$ cat src/rtl/rsa_stream_ctrl.sv
// Byte-stream front end for the modular-exponentiation core: loads modulus,
// exponent and base, launches the core, and streams the result back as bytes.
module rsa_stream_ctrl #(
  parameter int NBYTES = 32,
  parameter int GUARD  = 4
) (
  input  logic                  clk,
  input  logic                  rst_n,
  input  logic [7:0]            rx_data,
  input  logic                  rx_valid,
  output logic [7:0]            tx_data,
  output logic                  tx_valid,
  input  logic                  tx_ready,
  output logic                  pw_start,
  output logic [8*NBYTES-1:0]   pw_a1,
  output logic [8*NBYTES-1:0]   pw_a2,
  output logic [8*NBYTES-1:0]   pw_a3,
  input  logic                  pw_done,
  input  logic [8*NBYTES-1:0]   pw_a0,
  output logic                  busy,
  output logic                  overrun
);
  localparam int W  = 8 * NBYTES;
  localparam int BW = (NBYTES > 1) ? $clog2(NBYTES) : 1;
  localparam int GW = (GUARD > 1) ? $clog2(GUARD + 1) : 1;
  localparam logic [BW-1:0] BLAST = BW'(NBYTES - 1);
  localparam logic [GW-1:0] GLAST = GW'((GUARD > 0) ? GUARD - 1 : 0);

  typedef enum logic [2:0] {
    S_LOAD_N, S_LOAD_E, S_LOAD_X, S_LAUNCH, S_WAIT, S_SEND
  } state_t;

  state_t         r_state;
  logic [BW-1:0]  r_bcnt;
  logic [GW-1:0]  r_guard;
  logic [W-1:0]   r_a1, r_a2, r_a3, r_tx;
  logic           r_start, r_txv, r_ovr;

  logic w_last, w_load;
  assign w_last = (r_bcnt == BLAST);
  assign w_load = (r_state == S_LOAD_N) || (r_state == S_LOAD_E) || (r_state == S_LOAD_X);

  always_ff @(posedge clk or negedge rst_n) begin
    if (!rst_n) begin
      r_state <= S_LOAD_N;
      r_bcnt  <= '0;
      r_guard <= '0;
      r_a1    <= '0;
      r_a2    <= '0;
      r_a3    <= '0;
      r_tx    <= '0;
      r_start <= 1'b1;
      r_txv   <= 1'b0;
      r_ovr   <= 1'b0;
    end else begin
      // Bytes outside the load states are dropped but remembered as overrun.
      if (rx_valid && !w_load) r_ovr <= 1'b1;
      case (r_state)
        S_LOAD_N, S_LOAD_E, S_LOAD_X: begin
          if (rx_valid) begin
            case (r_state)
              S_LOAD_N: r_a3 <= {r_a3[W-9:0], rx_data};
              S_LOAD_E: r_a2 <= {r_a2[W-9:0], rx_data};
              default:  r_a1 <= {r_a1[W-9:0], rx_data};
            endcase
            r_bcnt <= w_last ? '0 : r_bcnt + 1'b1;
            if (w_last) begin
              case (r_state)
                S_LOAD_N: r_state <= S_LOAD_E;
                S_LOAD_E: r_state <= S_LOAD_X;
                default: begin
                  r_state <= S_LAUNCH;
                  r_start <= 1'b0;
                end
              endcase
            end
          end
        end
        S_LAUNCH: begin
          r_state <= S_WAIT;
          r_guard <= '0;
          r_start <= 1'b1;
        end
        S_WAIT: begin
          // The core's done is still high from the previous run right after launch.
          if (r_guard != GLAST) begin
            r_guard <= r_guard + 1'b1;
          end else if (pw_done) begin
            r_tx    <= pw_a0;
            r_bcnt  <= '0;
            r_txv   <= 1'b1;
            r_state <= S_SEND;
          end
        end
        S_SEND: begin
          if (tx_ready) begin
            r_tx <= r_tx << 8;
            if (w_last) begin
              r_bcnt  <= '0;
              r_txv   <= 1'b0;
              r_state <= S_LOAD_N;
            end else begin
              r_bcnt <= r_bcnt + 1'b1;
            end
          end
        end
        default: begin
          r_state <= S_LOAD_N;
          r_start <= 1'b1;
          r_txv   <= 1'b0;
        end
      endcase
    end
  end

  assign pw_start = r_start;
  assign tx_valid = r_txv;
  assign tx_data  = r_tx[W-1 -: 8];
  assign pw_a1    = r_a1;
  assign pw_a2    = r_a2;
  assign pw_a3    = r_a3;
  assign overrun  = r_ovr;
  assign busy     = !((r_state == S_LOAD_N) && (r_bcnt == '0));
endmodule

$ cat config.mk
export PLATFORM = sky130hd
export DESIGN_NAME = rsa_stream_ctrl
export DESIGN_NICKNAME = d
export VERILOG_FILES = /design/src/rtl/rsa_stream_ctrl.sv
export SDC_FILE = /design/constraint.sdc
export NUM_CORES = 1
export LEC_CHECK = 0
export BUFFER_PORTS_ARGS = -buffer_cell sky130_fd_sc_hd__buf_2
export CAP_MARGIN = 20
export CORE_AREA = 2 2 406 408
export DETAILED_ROUTE_END_ITERATION = 8
export DIE_AREA = 0 0 408 410
export PLACE_DENSITY_LB_ADDON = 0.08
export SYNTH_ARGS = -nofsm -noshare
export SYNTH_HDL_FRONTEND = slang
export SYNTH_SLANG_ARGS = --single-unit
$ cat constraint.sdc
create_clock -name clk -period 6 [get_ports clk]
set_clock_uncertainty 0.05 [all_clocks]
set_input_delay 0.9 -clock clk [delete_from_list [all_inputs] [get_ports clk]]
set_output_delay 0.9 -clock clk [all_outputs]
set_load 0.01 [all_outputs]
==> results_dict.tcl <==
set metrics [dict create \
    slew_violations 0 \
    dpl.cell_count 6169 \
    peakVddDrop_v 0.000275 \
    layout.filler_cells 17000 \
    place.detailed.hpwl_um 110000 \
    initial_utilization_pct 24.9 \
    ys_warn_count 0 \
    synth-edff-count 0 \
    drive_gt1_share_pct 48.7 \
    final_min_period_over_clock_period_pct 55.1 \
    maximum_number_of_pins_on_one_net_before_global_route_repair 259 \
    switching_share_pct 31.7 \
    setup_viol 0 \
    drv_cap 0 \
    remaining_overflow_grt 0 \
    vias_per_cell 4.43 \
    synth_cells 3114 \
    seqCellArea_um2 26000 \
    clock_tree.htree_level_count 4 \
    port-buffer-count 1048 \
    timing.critical_path.cells "nor4_1, nand3_1, buf_2" \
    postSynthAreaPerCell_um2 13.1 \
    critPathCaptureType "output port" \
    detail_route.wirelength_um 152000 \
    finalSetupTns_ns 0 \
    width_of_the_die_um 408 \
    total_leakage_power_nw 27.3 \
    clock-sinks 1038 \
    core_area_um2 163000 \
    timing.hold.worst.class "in2async" \
    max_slew_headroom_pct 23.5 \
    synth-seq-area-share_pct 63.9 \
    critical-path-max-stage-delay_ns 0.50 \
    crit_fanout 11 \
    power.internal_mw 15.7 \
    clock_path_buffers 3 \
    crit-reg2reg-capture "pw_a3[74]$_DFFE_PN0P_" \
    post_cts_hold_buffer_count 0 \
    power_frac_seq_pct 41.5 \
    worst_slack_ns 2.70 \
    drc_errors 0 \
    grt_first_pass_wirelength_um 217000 \
    layoutNonFillerInstCount 6410 \
    r2r_setup_slack_ns 3.22 \
    clock_latency_ns 0.76 \
    worstPathArrival_ns 2.35 \
    ys_ff_latch 1038 \
    post-synth-top-area-cell "dfrtp_1" \
    cts.repair_timing.setup_buffer_count 0 \
    cts.repair.resized 0 \
    antenna_found_initial 59 \
    detailroute.via_count 28400 \
    clock_power_share_pct 34.8 \
    synthToLayoutAreaGrowth_pct 28.9 \
    worst_setup_path_start_kind "flip-flop" \
    synth_largest_type_area_fraction_pct 63.8 \
    worstMarginPinSlew_ns 1.15 \
    period_minus_slack_ns 3.30 \
    post-layout-total-power_mw 22.9 \
    r2r.worst_path.cells 5 \
    grt.total_usage_pct 17.7 \
    syn_nets 3388 \
    finish.net_count 4386 \
    hold_viol 0 \
    worstSetupPathType "reg2out" \
    outcome "finished, final reports clean" \
    fmax_ghz 0.303 \
    antenna_left 0 \
    power.density_nw_per_um2 437 \
    die_h_um 410 \
    dr.first_iter.drc_count 1601 \
    die_area_um2 167000 \
    netlist_top_cells_count "dfrtp_1 (1037), mux2_2 (769), nand2_1 (522)" \
    cts-buffers-inserted 130 \
    ios 1049 \
    post_synth_main_area_contributors "dfrtp_1 (64%), mux2_2 (21%), nand2_1 (4.8%)" \
    cp_num_buf_inv 1 \
    std_cell_rows 149 \
    share_of_flip_flops_with_an_asynchronous_set_or_reset_after_synthesis_pct 100 \
    synthDistinctLibCells 40 \
    detailedPlace.worstSlack_ns 2.84 \
    cpLargestDelayFamily "simple AND/OR/NAND/NOR gates" \
    netSwitchingPower_mw 7.26 \
    synthMostInstantiatedCell "dfrtp_1" \
    clk_root_buffer_cell "clkbuf_16" \
    post_synth_instance_area_um2 40700 \
    timing.rr.start "r_state[2]$_DFFE_PN0P_" \
    first_global_vias 28700 \
    multi_input_area_um2 13600 \
    cts_tree "built" \
    clkSlewWorstSetupHoldPaths_ns 0.06 \
    drt_pre_antenna_iters 5 \
    post_drt_wl_per_cell_um 23.7 \
    synth_ff_type "dfrtp_1" \
    power_frac_comb_pct 23.7 \
    critical-path-slowest-cell "dfrtp_1" \
    globalplace.congestion 0.776 \
    rsz0062_at_grt "no" \
    critPathRequiredTime_ns 5.05 \
]
-- final cells by class --
type | instances | area share [%]
Sequential cell | 1038 | 49.6
Multi-Input combinational cell | 1861 | 26.0
Timing Repair Buffer | 1075 | 10.8
Clock buffer | 200 | 7.42
Tap cell | 2189 | 5.22
Clock inverter | 31 | 0.883
Antenna cell | 10 | 0.0477
Inverter | 6 | 0.0430
-- how the worst max path moves through the flow --
stage / startpoint / end / slack, ns / cells past startpoint
final: r_state[2]$_DFFE_PN0P_ / busy / 2.70 / 3
after global routing: r_state[2]$_DFFE_PN0P_ / busy / 2.53 / 3
after CTS: r_state[2]$_DFFE_PN0P_ / busy / 2.55 / 3
after detailed placement: rx_valid / pw_a3[33]$_DFFE_PN0P_ / 2.84 / 5
after global placement: rx_valid / pw_a3[17]$_DFFE_PN0P_ / 2.84 / 5
after floorplan: rx_valid / r_bcnt[3]$_DFFE_PN0P_ / 3.81 / 5
-- state kept, by name (all words and copies together), names as in the netlist --
register	flops
tx_valid	1
r_bcnt	5
pw_a1	256
r_tx	256
overrun	1
r_guard	3
r_state	3
pw_start	1
pw_a2	256
pw_a3	256
-- power groups by stage --
stage               clock network [mW]  logic [mW]  registers (mW)
finish                            7.97        5.43            9.52
global route                      8.56        5.92            9.72
CTS                               8.29        5.58            9.54
detailed placement                   0        5.57            9.65
global placement                     0        5.54            9.62
floorplan                            0        3.05            9.73
-- routing by layer --
metal  global-route usage, %  share of wire, %  wire length [µm]
met1                    21.4                41             62200
met2                    29.5                49             73900
met3                    6.46               7.7             11700
met4                    4.74               2.5              3870
met5                       0             0.068               103
-- placed cells by master (no fill, tap or decap), types with 10 or more instances in the layout --
cell       count
buf_2       1047
diode_2       10
nand2_1      521
clkbuf_1      36
clkbuf_16    133
clkbuf_8      31
dfrtp_1     1037
nand3_1       12
clkinv_2      14
buf_12        18
mux2_2       769
nor2_1       259
a31oi_1      248
-- kinds of logic (layout without fill, tap and decap cells) --
family                   count (synthesis)  after routing  share of synthesized area (%)
AND/OR/NAND/NOR                        813            813                           7.71
buffers and inverters                  215           1312                           2.69
other                                    0             10                              0
AO/OA/AOI/OAI                          274            274                           4.25
flip-flops                            1038           1038                           63.9
adder cells (fa/ha/maj)                  5              5                          0.154
multiplexers                           769            769                           21.3
-- per-stage QoR --
| step | hold slack (ns) | utilization (%) | instance area (µm²) |
|---|---|---|---|
| floorplan | 0.389 | - | 40700 |
| global placement | 0.391 | 29.4 | 48000 |
| detailed placement | 0.395 | 29.4 | 48000 |
| CTS | 0.0505 | 32.0 | 52400 |
| global route | 0.0680 | 32.1 | 52400 |
| finish | 0.0687 | 32.1 | 52400 |
(Power assumes the default switching activity.)
